[src/rtl/mul3_stream_ctrl.sv]
// mul3_stream_ctrl: valid/ready front end and FIFO back end for the masked
// mod-3 multiply-add gadget, with credit-based backpressure.
//
// Ports:
//   clk, rst_n           clock, asynchronous active-low reset
//   in_valid/in_ready    input handshake for a masked triple
//   in_e, in_v, in_a     masked trits {bit1 shares, bit0 shares}, 2*d bits
//   in_last              final coefficient of a polynomial
//   rnd_in               fresh randomness, forwarded to the gadget
//   g_e, g_v, g_a        registered operands to the gadget
//   g_rnd                randomness to the gadget (wired through)
//   g_out                gadget result, valid LAT+1 cycles after g_* issue
//   out_valid/out_ready  output handshake
//   out_data, out_last   FIFO head
//   done                 pulse when a last-tagged result is consumed
//   busy                 results in flight or buffered
module mul3_stream_ctrl #(
    parameter  int d          = 2,
    parameter  int LAT        = 5,
    parameter  int FIFO_DEPTH = 8,
    localparam int NRND       = 6 * d * (d - 1) / 2,
    localparam int W          = 2 * d
) (
    input  logic            clk,
    input  logic            rst_n,
    input  logic            in_valid,
    output logic            in_ready,
    input  logic [W-1:0]    in_e,
    input  logic [W-1:0]    in_v,
    input  logic [W-1:0]    in_a,
    input  logic            in_last,
    input  logic [NRND-1:0] rnd_in,
    output logic [W-1:0]    g_e,
    output logic [W-1:0]    g_v,
    output logic [W-1:0]    g_a,
    output logic [NRND-1:0] g_rnd,
    input  logic [W-1:0]    g_out,
    output logic            out_valid,
    input  logic            out_ready,
    output logic [W-1:0]    out_data,
    output logic            out_last,
    output logic            done,
    output logic            busy
);

    localparam int AW = $clog2(FIFO_DEPTH);
    localparam int CW = $clog2(FIFO_DEPTH + 1);
    localparam int TS = LAT + 2;

    logic           accept;
    logic           pop;
    logic           wr;
    logic [TS-1:0]  tag_v;
    logic [TS-1:0]  tag_l;
    logic [CW-1:0]  credits;
    logic [AW-1:0]  wptr;
    logic [AW-1:0]  rptr;
    logic [AW:0]    count;
    logic [W:0]     mem [FIFO_DEPTH];
    logic [W:0]     head;

    assign accept = in_valid & in_ready;
    assign pop    = out_valid & out_ready;

    // Tag at the top stage lines up with the gadget result on g_out.
    assign wr     = tag_v[TS-1];

    assign g_rnd  = rnd_in;

    // Operand registers hold masked shares untouched; no reset so that
    // share values are never forced to a common constant.
    always_ff @(posedge clk) begin
        if (accept) begin
            g_e <= in_e;
            g_v <= in_v;
            g_a <= in_a;
        end
    end

    always_ff @(posedge clk or negedge rst_n) begin
        if (!rst_n) begin
            tag_v <= '0;
            tag_l <= '0;
        end else begin
            tag_v <= {tag_v[TS-2:0], accept};
            tag_l <= {tag_l[TS-2:0], accept & in_last};
        end
    end

    // Credits cover in-flight tags plus buffered entries, so every
    // accepted triple already owns a FIFO slot.
    always_ff @(posedge clk or negedge rst_n) begin
        if (!rst_n) begin
            credits <= '0;
        end else begin
            unique case (1'b1)
                accept & ~pop: credits <= credits + 1'b1;
                pop & ~accept: credits <= credits - 1'b1;
                default:       credits <= credits;
            endcase
        end
    end

    assign in_ready = (credits < CW'(FIFO_DEPTH));
    assign busy     = (credits != '0);

    always_ff @(posedge clk) begin
        if (wr) begin
            mem[wptr] <= {tag_l[TS-1], g_out};
        end
    end

    always_ff @(posedge clk or negedge rst_n) begin
        if (!rst_n) begin
            wptr  <= '0;
            rptr  <= '0;
            count <= '0;
        end else begin
            if (wr) begin
                wptr <= wptr + 1'b1;
            end
            if (pop) begin
                rptr <= rptr + 1'b1;
            end
            unique case (1'b1)
                wr & ~pop: count <= count + 1'b1;
                pop & ~wr: count <= count - 1'b1;
                default:   count <= count;
            endcase
        end
    end

    assign head      = mem[rptr];
    assign out_valid = (count != '0);
    assign out_data  = head[W-1:0];
    assign out_last  = out_valid & head[W];
    assign done      = pop & head[W];

endmodule

[config.mk]
export PLATFORM = sky130hd
export DESIGN_NAME = mul3_stream_ctrl
export DESIGN_NICKNAME = d
export VERILOG_FILES = /design/src/rtl/mul3_stream_ctrl.sv
export SDC_FILE = /design/constraint.sdc
export NUM_CORES = 1
export LEC_CHECK = 0
export CORE_MARGIN = 8
export CORE_UTILIZATION = 42
export DETAILED_ROUTE_END_ITERATION = 16
export PLACE_DENSITY = 0.65
export SLEW_MARGIN = 20
export SYNTH_ARGS = -nofsm -noshare
export SYNTH_HDL_FRONTEND = slang
export SYNTH_SLANG_ARGS = --single-unit
export TNS_END_PERCENT = 100
[constraint.sdc]
create_clock -name clk -period 4.45 [get_ports clk]
set_clock_uncertainty 0.15 [all_clocks]
set_input_delay 0.445 -clock clk [delete_from_list [all_inputs] [get_ports clk]]
set_output_delay 0.445 -clock clk [all_outputs]
set_load 0.05 [all_outputs]
==> results list, run 1 <==
- Cell types with the largest area share after synthesis: edfxtp_1 (48%), dfrtp_1 (22%), mux4_2 (6.9%)
* Start point of the worst hold path: tag_v[5]$_DFF_PN0_
- Startpoint type of the worst setup path: flop
- # setup viols final: 0
- Class of the most critical hold timing path: reg2reg
- Synth Warn #: 0
- In the finished design, the share of the clock period the worst path needs comes to 0.805.
- Maximum number of buffers from clock root to sink: 2
- For this run, the total global-route usage over all layers was measured as 0.114.
* Required time at the endpoint of the critical path: 3860 ps
- The worst register-to-register path has a depth of 8.
- Max Freq: 279 MHz
- Internal: 1.64 mW
* Post-synth net total: 226
* Crit-path leading delay family: multiplexers
- The worst pin sits at a relative slew slack of 0.344.
- The signal on the critical path passes through mux4_2, mux2_2, and2_4, and2_1, clkdlybuf4s50_1.
* Synth area leader: edfxtp_1
* Highest-delay cell along the critical path: dfrtp_1
* Maximum fanout along the worst path: 12
* CTS buffer count: 9
* Final weighted congestion in routability-driven placement: 0.722
- Capture endpoint of the worst hold path: tag_v[6]$_DFF_PN0_
- Top cell types by occurrence after synthesis: edfxtp_1 (52), dfrtp_1 (28), mux4_2 (10), nor2_1 (10), nand2_1 (9)
- Starting Density: 0.426
- Area growth from synthesis to final layout: 19.3%
- The tree is rooted in a clkbuf_8.
* Vias per cell: 4.95
- TritonCTS built the clock tree.
* Run status: finished, final reports clean
* Final worst hold slack: 201 ps
- Buffers added to address setup during post-CTS repair amount to 0.
- Crit path DAT: 2990 ps
- Max incr delay on CP: 820 ps
- After synthesis, the share of flip-flops with an asynchronous set or reset is 0.350.
* GRT overflow: 0
* Clk Latency, worst-skew pair: 330 ps
- Violation count after the first detailed-routing iteration: 183
- The final number of hold-violating endpoints is 0.
* Area of the die: 0.0108 mm²
- Post-synthesis sequential element count: 80
* Clock slew at reported path FFs: 70 ps
- Fraction of final layout cells with drive strength greater than 1: 0.176
- The number of global-route vias before repair came to 1,797.
* Post-Synthesis Mean Instance Area: 16.8 µm²
- STA classifies the critical path endpoint as a primary output.
- Final critical path time including I/O delays and setup: 3580 ps
- Sequential cell area fraction in the yosys report: 0.698
* Number of resized instances in the post-cts repair step: 0
* Number of antenna violations at the first check in global routing: 0
* Top-level port count: 54
* Routed WL per cell: 16.9 µm
- Power spread over the standard cell area amounts to 668 mW/mm².
- After detailed routing, the number of remaining DRC violations is 0.
* Maximum number of pins on one net before global-route repair: 29
- Antenna violation net count after detailed routing: 0
- Post-synthesis cell count: 193
- The first detailed-routing pass took 4 iterations.
* Reg2reg setup slack: 1580 ps
- Post-synth EDFFs: 52
- VDD sags by at most 0.193 mV.
- For this run, the post-layout net count is 266.
- The number of buffers and inverters on the critical path is 1.
* Placeable core area: 0.00761 mm²
* Number of distinct library cells after synthesis: 41
* Number of input and output port buffers inserted: 41
- Most common flop cell mapped by yosys: edfxtp_1
- Die height: 104 µm
- Post-DP HPWL: 3.91 mm
- Endpoint of the most critical register-to-register path: credits[2]$_DFFE_PN0P_
- Setup TNS: 0 ps
- Summing internal, switching and leakage power gives 2.58 mW.
* Setup repair after global routing missed its margin: false
* Hold depth: 0
- The share of synthesized area in the top cell type comes to 0.481.
- Summed over all cells, the static leakage comes to 1.41 nW.
* Most frequent cell after synthesis: edfxtp_1
- Of the total power, the share spent switching nets is 0.366.
- Of the total power, registers draw 0.444.
- Combinational power share: 0.362
- The repair_antennas step left the layout with diodes totalling 0.
- The worst register-to-register path begins at count[0]$_DFFE_PN0P_.
* Crit Path Class: reg2out
* Wire length after detailed routing: 5.74 mm
- Switching power total: 0.945 mW
- In this run the core area contains 32 standard-cell rows.
- Clock Power Share: 0.194
- The final route contains 1,684 vias.
- Horizontal extent of the die: 104 µm
* Max-Cap Viols: 0
- Slew of the pin with the lowest slew margin: 977 ps
* Total number of clock tree sinks: 80
- The first global-routing pass estimated 9.56 mm of wire.
* Final Slew Violations: 0
- Number of buffers inserted by hold repair at cts: 0
* Synthesized cell area: 0.00324 mm²
- The H-tree was split into 3 levels.
-- power by group through the flow --
stage	sequential, mW	combinational, mW	clock (mW)
6_report	1.15	0.935	0.501
2_1_floorplan	1.12	0.751	0
3_3_place_gp	1.15	0.927	0
3_5_place_dp	1.16	0.941	0
5_1_grt	1.18	1.01	0.551
4_1_cts	1.15	0.947	0.520
-- sequential cells by signal (all words and copies together) (netlist names) --
register and flops:
g_e 4, tag_v 7, count 4, mem 40
rptr 3, g_v 4, tag_l 7, g_a 4
credits 4, wptr 3
-- metrics by stage --
step            util  setup WS, ps  area, µm²  instances
5_1_grt        0.509           682       3870        340
6_report       0.509           867       3870        340
4_1_cts        0.509           806       3870        340
3_5_place_dp   0.484          1180       3680        324
2_1_floorplan      -          1840       3240        193
3_3_place_gp   0.484          1210       3680        324
-- how the worst max path moves through the flow --
stage / from / end / slack [ps] / depth (start not counted)
after detailed placement: rptr[0]$_DFFE_PN0P_ / done / 1180 / 5
after floorplan: count[0]$_DFFE_PN0P_ / credits[2]$_DFFE_PN0P_ / 1840 / 9
after global routing: rptr[0]$_DFFE_PN0P_ / done / 680 / 5
final: rptr[0]$_DFFE_PN0P_ / done / 870 / 5
after global placement: rptr[0]$_DFFE_PN0P_ / done / 1210 / 5
after CTS: rptr[0]$_DFFE_PN0P_ / done / 810 / 5
-- cells in the final DEF (no fill, tap or decap), types with 3 or more instances in the layout --
cell	n
clkbuf_8	9
clkdlybuf4s50_1	41
clkinv_2	3
dfrtp_1	28
edfxtp_1	52
ha_1	6
inv_1	6
mux2_2	8
mux4_2	10
nand2_1	9
nand2b_1	3
nor2_1	10
nor3_1	8
xnor2_1	6
xor2_1	4
-- layout make-up --
| class | count | area, µm² |
|---|---|---|
| Tap cell | 102 | 128 |
| Inverter | 7 | 26.3 |
| Clock buffer | 10 | 128 |
| Multi-Input combinational cell | 93 | 848 |
| Clock inverter | 6 | 60.1 |
| Timing Repair Buffer | 42 | 418 |
| Sequential cell | 80 | 2260 |
| Fill cell | 647 | 3740 |
-- layer usage --
metal	share of wire	GRT usage	routed length, µm
met2	0.48	0.175	2770
met3	0.081	0.0465	464
met1	0.42	0.132	2400
met4	0.018	0.0631	102
met5	0	0	0
-- cells by family (layout without fill, tap and decap cells) --
family / after synthesis / after routing / share of synthesized area
flip-flops: 80 / 80 / 0.698
AND/OR/NAND/NOR: 45 / 45 / 0.0760
buffers and inverters: 20 / 65 / 0.0409
multiplexers: 19 / 19 / 0.100
AO/OA/AOI/OAI: 13 / 13 / 0.0351
XOR/XNOR: 10 / 10 / 0.0270
adder cells (fa/ha/maj): 6 / 6 / 0.0231
No activity file was read; power rests on OpenSTA's default activity.
==> run 2: changes to the inputs <==
clock period = 3.5 ns   (was 4.45 ns; I/O delays follow)
==> results list, run 2 (synthesis gave the netlist of run 1 again) <==
- STA puts the critical path data arrival time at 2610 ps.
* Number of flip-flops under the largest register name: 40
- Final Slew Violations: 0
- The floorplan has 32 rows.
- Max-Cap Viols: 0
- Clock-pin slew was measured on the worst setup and hold paths at 90 ps.
* Crit Path Class: reg2out
- Routed WL per cell: 16.3 µm
- The number of cells on the worst reg-to-reg path is 8.
* Post-route setup slack: 388 ps
* Post-DP HPWL: 3.95 mm
* Part of the total power dissipated in sequential elements: 0.417
* Wire length of the first global-routing pass: 9.17 mm
- The first detailed-routing pass ran for 4 iterations.
- Area growth from synthesis to final layout: 20.8%
- Clock Power Share: 0.216
- Clk Latency, worst-skew pair: 340 ps
- Combinational power share: 0.367
* Minimum setup slack after placement: 600 ps
- The min-delay analysis places its worst path in the category reg2reg.
* Antenna violation net count after detailed routing: 0
* Reg2reg setup slack: 630 ps
- In this run the static leakage power is 1.44 nW.
* Hold depth: 0
* Die height: 104 µm
- Most frequent standard cell in the layout excluding fill and tap cells: edfxtp_1
- The number of global-route vias before repair came to 1,775.
- The die covers 0.0108 mm².
* Maximum fanout along the worst path: 5
- For the final routed database, the setup TNS stands at 0 ps.
- Net count, final: 268
- Fraction of final layout cells with drive strength greater than 1: 0.188
- Launch point of the critical path: rptr[0]$_DFFE_PN0P_
* Highest-delay cell along the critical path: clkdlybuf4s50_1
- After clock tree synthesis, the flow added hold-fix buffers numbering 0.
* Crit path cell chain: mux4_2, mux2_2, and2_4, and2_1, clkdlybuf4s50_1
- The internal power of the cells totals 2.18 mW.
- Of the available clock period, the critical path in the final layout requires 0.889.
- H-tree depth: 3
- Wire length after detailed routing: 5.58 mm
- Top-level port count: 54
- In this run the standard cell core region covers 0.00761 mm².
- The flow ran to the end, and the final reports show no timing, DRC or antenna violations.
- For this run, design rule violations remaining after detail routing come to 0.
- The largest registers in the layout are mem (40), tag_l (7), tag_v (7).
- Number of input and output port buffers inserted: 41
- Setup Fix Bufs, Post-CTS: 0
- The routed design could run at a clock period as short as 3110 ps.
- In the global route stage, overall resource usage came out at 0.108.
- TritonCTS built the clock tree.
- Largest register by flop count: mem
- For this design the ratio of total power to cell area is 867 mW/mm².
- At the worst endpoint, the required time is 3000 ps.
- Sw frac: 0.359
- Startpoint type of the worst setup path: flop
- The startpoint identified for the worst hold timing path is tag_v[3]$_DFF_PN0_.
- Starting Density: 0.426
- STA classifies the critical path endpoint as a primary output.
- On the final layout, the worst hold slack is 196 ps.
- The floorplan step set the die width to 104 µm.
* Utilization after layout: 0.515
- Total power after layout: 3.39 mW
- Total number of clock tree sinks: 80
* Violation count after the first detailed-routing iteration: 86
* Switching power total: 1.22 mW
- # setup viols final: 0
- Max incr delay on CP: 690 ps
- Clock Tree Root: clkbuf_8
- The final number of hold-violating endpoints is 0.
- Remaining max-slew budget at the tightest pin: 0.355
- Once the clock tree was built, the resizer swapped 0 gates to a different size.
- Entering global routing, the biggest net connects 29 pins.
* Antenna cells: 0
- In this run the critical register-to-register path is launched from count[0]$_DFFE_PN0P_.
- The clock passes through at most 2 buffers.
* Highest-count cells in the layout ignoring fill and taps: edfxtp_1 (52), clkdlybuf4s50_1 (41), dfrtp_1 (28)
- Via Count: 1,730
- Max Freq: 321 MHz
- The worst-case IR drop observed on VDD is 0.376 mV.
- Capture endpoint of the worst hold path: tag_v[4]$_DFF_PN0_
- Final weighted congestion in routability-driven placement: 0.785
- Vias per cell: 5.06
- TritonCTS created 9 clock buffers.
- For the pin with the worst max-slew slack, the measured transition is 961 ps.
- The number of antenna violations at the first check in global routing was 0.
* GRT overflow: 0
- In this run the critical register-to-register path is captured at credits[2]$_DFFE_PN0P_.
- Setup repair after global routing left no endpoint under its margin.
-- run 2: changes by cell type in the layout (fill, tap and decap cells not counted), sizes merged --
cell      change
clkbuf        -1
inv           +1
bufinv        +1
clkinvlp      -1
buf           +2
-- run 2: metal layers --
metal / share of wire / routed length, µm / up-vias / track usage
met1: 0.44 / 2440 / 871 / 0.128
met4: 0.012 / 69 / 0 / 0.0538
li1: - / - / 807 / -
met2: 0.47 / 2610 / 45 / 0.166
met5: 0 / 0 / - / 0
met3: 0.082 / 457 / 7 / 0.0465
-- run 2: worst max-delay path, delay by kind of cell (launching register included) --
kind	cells	cell delay [ps]
muxes	2	800
buffers and inverters	1	690
DFF	1	480
and+or+nand+nor	2	290
-- run 2: cell type report --
class                   count  area [µm²]
fillers                   632        3690
flip-flops and latches     80        2260
multi-input cells          93         848
repair buffers             44         433
well taps                 102         128
clock buffers               9         124
clock inverters             7        95.1
inverters                   7        26.3
-- run 2: through the flow --
step | instance area (µm²) | std cells
2_1_floorplan | 3240 | 193
3_3_place_gp | 3700 | 326
3_5_place_dp | 3700 | 326
4_1_cts | 3920 | 342
5_1_grt | 3920 | 342
6_report | 3920 | 342
-- run 2: worst max path at each step --
stage,to,slack [ps],cells past startpoint
2_1_floorplan,credits[2]$_DFFE_PN0P_,890,9
3_3_place_gp,credits[2]$_DFFE_PN0P_,700,9
3_5_place_dp,credits[2]$_DFFE_PN0P_,600,9
4_1_cts,done,350,5
5_1_grt,done,280,5
6_report,done,390,5
-- run 2: power by group through the flow --
| stage | Clock (mW) | Sequential, mW | Combinational [mW] |
|---|---|---|---|
| 2_1_floorplan | 0 | 1.43 | 0.954 |
| 3_3_place_gp | 0 | 1.43 | 1.25 |
| 3_5_place_dp | 0 | 1.43 | 1.27 |
| 4_1_cts | 0.749 | 1.42 | 1.27 |
| 5_1_grt | 0.787 | 1.45 | 1.35 |
| 6_report | 0.732 | 1.41 | 1.25 |
==> run 3: changes to the inputs <==
CORE_UTILIZATION = 52   (was 42)
PLACE_DENSITY = 0.78   (was 0.65)
==> results list, run 3 (synthesis gave the netlist of run 1 again) <==
- Run status: finished, final reports clean
* Clock tree from TritonCTS: done
- Antenna cells: 0
- Crit-path leading delay family: buffers and inverters
* Post-DP HPWL: 3.81 mm
- After the first detailed-routing iteration, the DRC count stood at 158.
- Number of buffers inserted by hold repair at cts: 0
* Number of global-route vias before repair: 1,777
* Share of the clock period used by the worst path: 0.884
* Area of the multi-input gates: 848 µm²
- Setup repair after global routing missed its margin: false
* # setup viols final: 0
* Maximum fanout along the worst path: 8
* Number of resized instances in the post-cts repair step: 0
- The worst setup path is of the reg2out kind.
- The slowest stage of the critical path is the clkdlybuf4s50_1 cell.
* Final critical path time including I/O delays and setup: 3090 ps
- Met2 routing resource usage after global routing: 0.208
- For the worst setup path, the data arrival time is 2590 ps.
* CTS buffer count: 9
* Sort of element at the end of the critical path: primary output
- Via Count: 1,728
- After detailed routing, the average wire length per cell comes to 17.5 µm.
* Aggregate global-route resource usage: 0.135
* Worst ir drop on vdd: 0.457 mV
- Wire length of the first global-routing pass: 8.94 mm
* Startpoint type of the worst setup path: flop
- Total power after layout: 3.23 mW
- GRT overflow: 0
* Slew of the pin with the lowest slew margin: 1120 ps
- No sink is reached through more buffers than the 2 on the longest clock path.
- Max incr delay on CP: 700 ps
- At the worst endpoint, the required time is 3000 ps.
* Layer with the highest usage after global routing: met2
- Before antenna repair, the detailed router went through 4 iterations.
- Max Freq: 323 MHz
- CTS built an H-tree with a depth of 3.
* Horizontal extent of the die: 95.0 µm
- Hold is met by 201 ps.
* Clock Tree Root: clkbuf_8
- At the end of routability-driven placement, the weighted congestion stood at 0.812.
* Post-route setup slack: 408 ps
* Fraction of final layout cells with drive strength greater than 1: 0.179
- After routing, the total negative slack on setup checks comes to 0 ps.
- Area of the die: 0.00902 mm²
- Wire length after detailed routing: 5.50 mm
* Number of input and output port buffers inserted: 41
- Pwr per Cell Area: 843 mW/mm²
* Minimum setup slack after placement: 630 ps
- Top-level port count: 54
* Setup Fix Bufs, Post-CTS: 0
* Max-Cap Viols: 0
* Number of flip-flops under the largest register name: 40
* Registers with the highest flip-flop counts: mem (40), tag_l (7), tag_v (7)
- Final Slew Violations: 0
- GR Layer Usage met3: 0.0508
- For the worst-skew pair, the clock arrives at the later sink with an insertion delay of 330 ps.
- Once detail routing completed, the nets flagged for antenna violations numbered 0.
- CTS saw 80 sinks.
- Net count, final: 268
- Leaving out fill and tap cells, the most frequent cell in the layout is edfxtp_1.
- Sequential Area: 0.00226 mm²
- Counting flops per register, the top entry is mem.
* Filler Cell Count: 421
* Starting Density: 0.541
- The number of antenna violations at the first check in global routing was 0.
- Vias per cell: 5.49
- Entering global routing, the biggest net connects 29 pins.
* Remaining max-slew budget at the tightest pin: 0.251
* Crit path cell chain: buf_4, mux4_2, mux2_2, clkdlybuf4s50_1
- For this run, global-route usage on met1 was measured as 0.160.
- From bottom edge to top edge, the die measures 95.0 µm.
- For this design the static power due to leakage is 1.41 nW.
- After clock tree synthesis, the clock-pin slew on the worst setup and hold paths is 70 ps.
- Together, buffers and inverters on the worst path number 2.
- Compared with the post-synthesis result, the final layout area differs by 18.0%.
- Utilization after layout: 0.639
- Core Rows: 28
- Final number of hold-violating endpoints: 0
* Post-route DRC: 0
* Class of the most critical hold timing path: reg2reg
* Highest-count cells in the layout ignoring fill and taps: edfxtp_1 (52), clkdlybuf4s50_1 (41), dfrtp_1 (28)
* Placeable core area: 0.00599 mm²
==> run 3: final timing paths <==
check | startpoint | end | slack [ps] | depth (start not counted)
worst min-delay path | tag_l[3]$_DFF_PN0_ | tag_l[4]$_DFF_PN0_ | 200 | 0
max in group asynchronous | rst_n | tag_v[2]$_DFF_PN0_ | 2690 | 2
min in group asynchronous | rst_n | credits[1]$_DFFE_PN0P_ | 230 | 2
worst max register to register | count[0]$_DFFE_PN0P_ | credits[2]$_DFFE_PN0P_ | 690 | 8
worst max-delay path | rptr[0]$_DFFE_PN0P_ | out_data[2] | 410 | 4
worst min register to register | tag_l[3]$_DFF_PN0_ | tag_l[4]$_DFF_PN0_ | 200 | 0
==> run 3: worst reg2reg max path, cell delays in order (launching register included) <==
cell and delay [ps]:
dfrtp_1 470, o41ai_4 540, inv_2 160, ha_1 330, xor2_1 200, ha_1 200
inv_1 50, o31a_1 270, a221o_1 340
==> run 3: cell type report <==
type	instances	share of cell area
Timing Repair Buffer	44	0.113
Clock inverter	6	0.00916
Inverter	7	0.00687
Clock buffer	10	0.0334
Sequential cell	80	0.591
Tap cell	75	0.0245
Multi-Input combinational cell	93	0.222
==> run 3: stage by stage <==
step                instance area, µm²  cells
floorplan                         3240    193
CTS                               3830    315
finish                            3830    315
global placement                  3660    299
global route                      3830    315
detailed placement                3660    299
==> run 3: layer usage <==
metal	vias to the layer above	part of all wire
li1	799	-
met1	864	0.44
met2	50	0.48
met3	15	0.062
met4	0	0.024
met5	-	0
==> run 3: where the power goes <==
group / switching [mW] / total [mW] / internal, mW
Combinational: 0.701 / 1.26 / 0.555
Sequential: 0.189 / 1.41 / 1.22
Clock: 0.310 / 0.564 / 0.254
Total: 1.20 / 3.23 / 2.03
